<file path="src/rtl/alu_mult_sequencer.sv">
// Radix-2 Booth multiply sequencer that time-shares an external 32-bit
// combinational add/sub ALU. The controller owns the accumulator, the
// multiplier shift register, the Booth history bit and the iteration
// counter. It presents ALU operands only while iterating, so the ALU is
// free for other users the rest of the time.
module alu_mult_sequencer #(
    parameter int         WIDTH  = 32,
    parameter logic [4:0] OP_ADD = 5'b00000,
    parameter logic [4:0] OP_SUB = 5'b00001
) (
    input  logic             clock,
    input  logic             reset,
    input  logic             ctrl_mult,
    input  logic [WIDTH-1:0] data_operandA,
    input  logic [WIDTH-1:0] data_operandB,
    output logic [4:0]       alu_opcode,
    output logic [WIDTH-1:0] alu_inA,
    output logic [WIDTH-1:0] alu_inB,
    input  logic [WIDTH-1:0] alu_result,
    input  logic             alu_overflow,
    output logic [WIDTH-1:0] data_result,
    output logic             data_exception,
    output logic             data_resultRDY,
    output logic             busy
);

    localparam int               CNT_W = $clog2(WIDTH);
    localparam logic [CNT_W-1:0] LAST  = CNT_W'(WIDTH - 1);

    typedef enum logic [1:0] {
        IDLE = 2'd0,
        RUN  = 2'd1,
        DONE = 2'd2
    } state_t;

    state_t                  state;
    logic [CNT_W-1:0]        counter;
    logic signed [WIDTH-1:0] acc;
    logic signed [WIDTH-1:0] qreg;
    logic signed [WIDTH-1:0] mreg;
    logic                    q_1;

    // The ALU result can overflow when M is the most negative value; the
    // true sign of the WIDTH+1-bit sum is the result MSB corrected by the
    // overflow flag, and it becomes the bit shifted into the accumulator.
    logic true_sign;
    assign true_sign = alu_result[WIDTH-1] ^ alu_overflow;

    // Drive the shared ALU from the Booth pair while iterating; park it at
    // add 0+0 otherwise.
    always_comb begin
        alu_opcode = OP_ADD;
        alu_inA    = '0;
        alu_inB    = '0;
        if (state == RUN) begin
            alu_inA = acc;
            case ({qreg[0], q_1})
                2'b01: begin
                    alu_opcode = OP_ADD;
                    alu_inB    = mreg;
                end
                2'b10: begin
                    alu_opcode = OP_SUB;
                    alu_inB    = mreg;
                end
                default: begin
                    alu_opcode = OP_ADD;
                    alu_inB    = '0;
                end
            endcase
        end
    end

    // Sequencer FSM: load on start (from any state), shift through WIDTH
    // Booth steps, then publish the product low half and the fit check.
    always_ff @(posedge clock) begin
        if (reset) begin
            state          <= IDLE;
            counter        <= '0;
            acc            <= '0;
            qreg           <= '0;
            mreg           <= '0;
            q_1            <= 1'b0;
            data_result    <= '0;
            data_exception <= 1'b0;
            data_resultRDY <= 1'b0;
            busy           <= 1'b0;
        end else begin
            data_resultRDY <= 1'b0;
            if (ctrl_mult) begin
                // A start always wins, aborting whatever was in flight; the
                // previous result stays visible until the new one lands.
                state   <= RUN;
                mreg    <= data_operandA;
                qreg    <= data_operandB;
                acc     <= '0;
                q_1     <= 1'b0;
                counter <= '0;
                busy    <= 1'b1;
            end else begin
                case (state)
                    IDLE: begin
                        busy <= 1'b0;
                    end
                    RUN: begin
                        // Arithmetic right shift of {sign, result, Q, q_1}.
                        acc     <= {true_sign, alu_result[WIDTH-1:1]};
                        qreg    <= {alu_result[0], qreg[WIDTH-1:1]};
                        q_1     <= qreg[0];
                        counter <= counter + 1'b1;
                        if (counter == LAST) begin
                            state <= DONE;
                            busy  <= 1'b0;
                        end
                    end
                    DONE: begin
                        // The product fits only if the high half is pure
                        // sign extension of the low half.
                        data_resultRDY <= 1'b1;
                        data_result    <= qreg;
                        data_exception <= (acc != {WIDTH{qreg[WIDTH-1]}});
                        state          <= IDLE;
                    end
                    default: begin
                        state <= IDLE;
                        busy  <= 1'b0;
                    end
                endcase
            end
        end
    end

endmodule

</file>
<file path="config.mk">
export PLATFORM = sky130hd
export DESIGN_NAME = alu_mult_sequencer
export DESIGN_NICKNAME = d
export VERILOG_FILES = /design/src/rtl/alu_mult_sequencer.sv
export SDC_FILE = /design/constraint.sdc
export NUM_CORES = 1
export LEC_CHECK = 0
export BUFFER_PORTS_ARGS = -buffer_cell sky130_fd_sc_hd__buf_2
export CAP_MARGIN = 20
export CORE_ASPECT_RATIO = 0.6
export CORE_MARGIN = 4
export CORE_UTILIZATION = 28
export DETAILED_ROUTE_END_ITERATION = 7
export PLACE_DENSITY = 0.5
export SLEW_MARGIN = 30
export SYNTH_ARGS = -nofsm -noshare
export SYNTH_HDL_FRONTEND = slang
export SYNTH_SLANG_ARGS = --single-unit
</file>
<file path="constraint.sdc">
create_clock -name clock -period 3.5 [get_ports clock]
set_input_delay 0.175 -clock clock [delete_from_list [all_inputs] [get_ports clock]]
set_output_delay 0.175 -clock clock [all_outputs]
set_load 0.05 [all_outputs]
</file>
==> impl_summary.md <==
Critical path
The worst setup path is launched from a flop. The cell with the largest stage delay on the worst path is nand2b_2. For flop-to-flop paths, the worst setup slack is approximately 1.6 ns. The worst endpoint required time is ~3.3 ns. The type of the worst setup path is flop to output pin. The worst setup path is captured at an output pin.

The worst setup path startpoint is state[1]. The critical path ends at alu_inB[29]. The number of cells on the worst reg-to-reg path is 5.

The critical path arrival is approximately 2.3 ns. The largest fanout of any net on the critical path is 32. The start of the worst register-to-register path is state[1].

The endpoint of the lowest-slack register-to-register path is qreg[6]. On the worst path, the slowest cell contributes a delay of 0.46 ns. Traced cell by cell, the critical path runs through nand2b_2, nor2_1, buf_4, and2_1, buf_2.

Finish
The area growth from synthesis to layout is 42.6%. The post-route cell area is 8430 um^2. In the layout the commonest cells are 234 x nand2_1, 197 x buf_2, 139 x dfxtp_1. In the final design database the tool counted roughly 1.1k nets. The layout cell share with drive strength beyond 1 is 24.0%. 0 antenna diodes ended up in the layout.

The number of filler instances in the final layout is around 2.1k. Leaving out fill and tap cells, the most frequent cell in the layout is nand2_1.

Run
The tool flagged a number of max-cap violations equal to 0.

Clock network
The number of buffers inserted to repair setup after CTS is 0. The clock tree from TritonCTS is done. The H-tree depth reported by CTS is 4. The number of clock buffers added by TritonCTS is 17. The clock net in this run drives a total of 139 sinks.

Clock latency on the worst-skew pair, taken at its later pin, is around 0.42 ns. Clock-pin slew was measured on the worst setup and hold paths at 0.06 ns. The cell sitting at the root of the clock tree is a clkbuf_16. The buffer depth of the longest clock path is 2.

Synth
The most common flop cell mapped by yosys is dfxtp_1. Synthesis handed over a netlist of 753 instances. After Yosys synthesis, XOR and XNOR cells account for less than 1% of the synthesized area. The sequential-to-total area share from yosys stat is between 40% and 50%. The post-synthesis sequential element count is 139. The adder and majority gate portion of the synthesized area is less than 1%. After synthesis, the netlist uses 29 different library cells.

The complex-gate fraction of the synthesized area is about an eighth. Yosys printed 0 warnings. The post-synthesis share of cell area spent on and, or, nand and nor gates is between 20% and 30%. The combinational family with the most area after synthesis is simple AND/OR/NAND/NOR gates.

After synthesis, the share of cell area in mux cells is 5.42%. Counting flops with an async set or reset pin after synthesis yields a share of 0%. The average instance in the mapped netlist occupies just under 8 um^2. In this run, synthesis inferred 0 flip-flops with an integrated enable. The cell area that synthesis handed to floorplanning was between 5000 and 6000 um^2.

Timing
The final-report max-slew violation count is 0. Setup repair after global routing left no endpoint under its margin. For this run, the top clock speed supported by timing is between 0.4 and 0.5 GHz. The number of endpoints with negative hold slack in the final report is 0. On the final layout, the worst clock skew is about 0.01 ns. Headroom to the max-slew limit came out at between 30% and 40%. Setup violations remaining at the end of the flow were counted as 0. The final total negative setup slack is 0 ns. At the pin with the least slew margin, the transition time is 0.904 ns. The final critical-path required period is 2.48 ns. Of the available clock period, the critical path in the final layout requires a little under three quarters.

Detailed routing
The post-detailed-routing wire length is around 18 mm. In the routed layout, each cell is associated on average with a via count of about 4.4. The average wire length per cell after detail routing is between 10 and 15 um.

The via count is around 5.7k. The first detailed-routing pass took 5 iterations. In this run the remaining antenna-violating nets after routing total 0. The number of DRC markers after the initial detailed-route iteration is 240. The number of remaining DRC errors is 0.

Global route
The via count of the first global-routing pass is between 5k and 6k. The residual overflow from global routing is 0. The first global-routing pass estimated between 20 and 30 mm of wire.

The number of antenna violations at the first check in global routing is 1. Across every metal layer, demand over resource in global routing totals between 10% and 20%. Entering global routing, the biggest net connects 65 pins.

Power
The analysis attributes to net switching a power of around 0.98 mW. After layout, the design draws a total of ~4 mW. In this run switching power makes up between 20% and 30% of total power.

The relative contribution of the clock network to total power is 47.7%. In this run the static leakage power is about 3.7 nW. The portion of total power attributed to sequential cells is a little over two fifths. The relative contribution of combinational cells to total power is 10.1%. IR analysis of the VDD net gives a maximum drop of ~0.33 mV. The cell-internal power is ~3 mW. For this design the ratio of total power to cell area is between 400 and 500 nW/um^2.

Run status
The flow ran to the end, and the final reports show no timing, DRC or antenna violations.

Floorplanning
During I/O placement, the number of pins put on the boundary was 204. The floorplan step set the die width to approximately 200 um. The number of standard-cell rows in the floorplan is 40. Measured along the y axis, the die boundary spans about 120 um. The initial utilization of the core area, before any placement, comes to 29.0%. The core area is between 20000 and 25000 um^2.

The die area is between 20000 and 25000 um^2.

Placed design
The detailed-placement wirelength estimate is 12.0 mm. Routability-driven placement finished with a final weighted congestion of 0.770. The placed standard-cell area is ~7000 um^2. The total of buffers placed on input and output ports is 199.

Hold path
In this run the worst hold path is classified as input pin to flop. The worst hold path startpoint is alu_result[10].
-- critical path, delay by kind of cell (launching register included) --
kind,cells,cell delay (ns)
simple gates,3,0.95
flops,1,0.34
buf+inv,2,0.58
-- metal layers --
layer / vias to the layer above / global-route usage (%) / wire length (um)
met5: - / 0 / 20
met4: 2 / 3.92 / 147
met3: 16 / 4.71 / 1160
met2: 148 / 22.8 / 7590
met1: 2587 / 22.1 / 9380
li1: 2933 / - / -
-- how the worst min path moves through the flow --
| stage | endpoint | slack (ns) | depth (start not counted) |
|---|---|---|---|
| final | acc[9] | 0.02 | 3 |
| after global routing | qreg[6] | 0.01 | 3 |
| after CTS | acc[9] | 0.0007 | 3 |
| after detailed placement | mreg[0] | 0.42 | 3 |
| after global placement | mreg[9] | 0.41 | 3 |
| after floorplan | acc[0] | 0.31 | 2 |
-- power by group through the flow --
stage	sequential, mW	clock (mW)	combinational (mW)
2_1_floorplan	1.70	0	0.237
3_3_place_gp	1.72	0	0.335
3_5_place_dp	1.72	0	0.339
4_1_cts	1.68	1.96	0.406
5_1_grt	1.69	2.02	0.451
6_report	1.68	1.91	0.404
-- area by class of cell --
class / count / area [um^2] / area share [%]
repair buffers: 286 / 1850 / 21.9
clock inverters: 10 / 138 / 1.63
flip-flops and latches: 139 / 2780 / 33.0
inverters: 2 / 7.51 / 0.0891
multi-input cells: 554 / 2830 / 33.5
clock buffers: 22 / 484 / 5.75
well taps: 273 / 342 / 4.05
-- through the flow --
step	hold slack (ns)	cells	worst slack, ns	utilization, %
after detailed placement	0.417	1177	1.45	34.5
after floorplan	0.311	756	1.87	-
after global routing	0.0124	1286	0.820	41.4
after global placement	0.408	1177	1.53	34.5
final	0.0181	1286	1.02	41.4
after CTS	0.000656	1286	0.964	41.4
-- sequential cells by signal, summed over array words and instances, names as in the netlist --
register and count:
state 2, counter 5, acc 32, data_exception 1
data_resultRDY 1, mreg 32, q_1 1, qreg 32
busy 1, data_result 32
-- synth_stat cells (2+ instances only) --
master / count / area [um^2]
mux2i_1: 32 / 320
or3_1: 4 / 25.0
and2_1: 65 / 407
ha_1: 3 / 37.5
nor4_1: 4 / 25.0
xnor2_1: 2 / 17.5
nor3_1: 5 / 25.0
a21o_1: 32 / 240
buf_6: 3 / 33.8
xor2_1: 2 / 17.5
a21oi_1: 100 / 500
a211oi_1: 2 / 15.0
nor2_1: 45 / 169
buf_4: 7 / 52.6
buf_2: 28 / 140
inv_1: 2 / 7.51
dfxtp_1: 139 / 2780
nand4_1: 5 / 31.3
nand2_1: 234 / 878
clkbuf_1: 23 / 86.3
nand3_1: 8 / 40.0
-- what timing repair did --
action	4_1_cts	5_1_grt
hold buffers	77	0
resized for setup	0	0
setup endpoints to repair	0	0
hold endpoints to repair	77	0
-- cell families (layout without fill, tap and decap cells) --
| logic type | count (synthesis) | after routing |
|---|---|---|
| flops | 139 | 139 |
| fa+ha+maj | 3 | 3 |
| compound gates | 136 | 136 |
| simple gates | 375 | 375 |
| mux | 32 | 32 |
| buf+inv | 63 | 320 |
| xor+xnor | 4 | 4 |
| other cells | 1 | 4 |
Note: power is estimated with default switching activity, not from simulation.
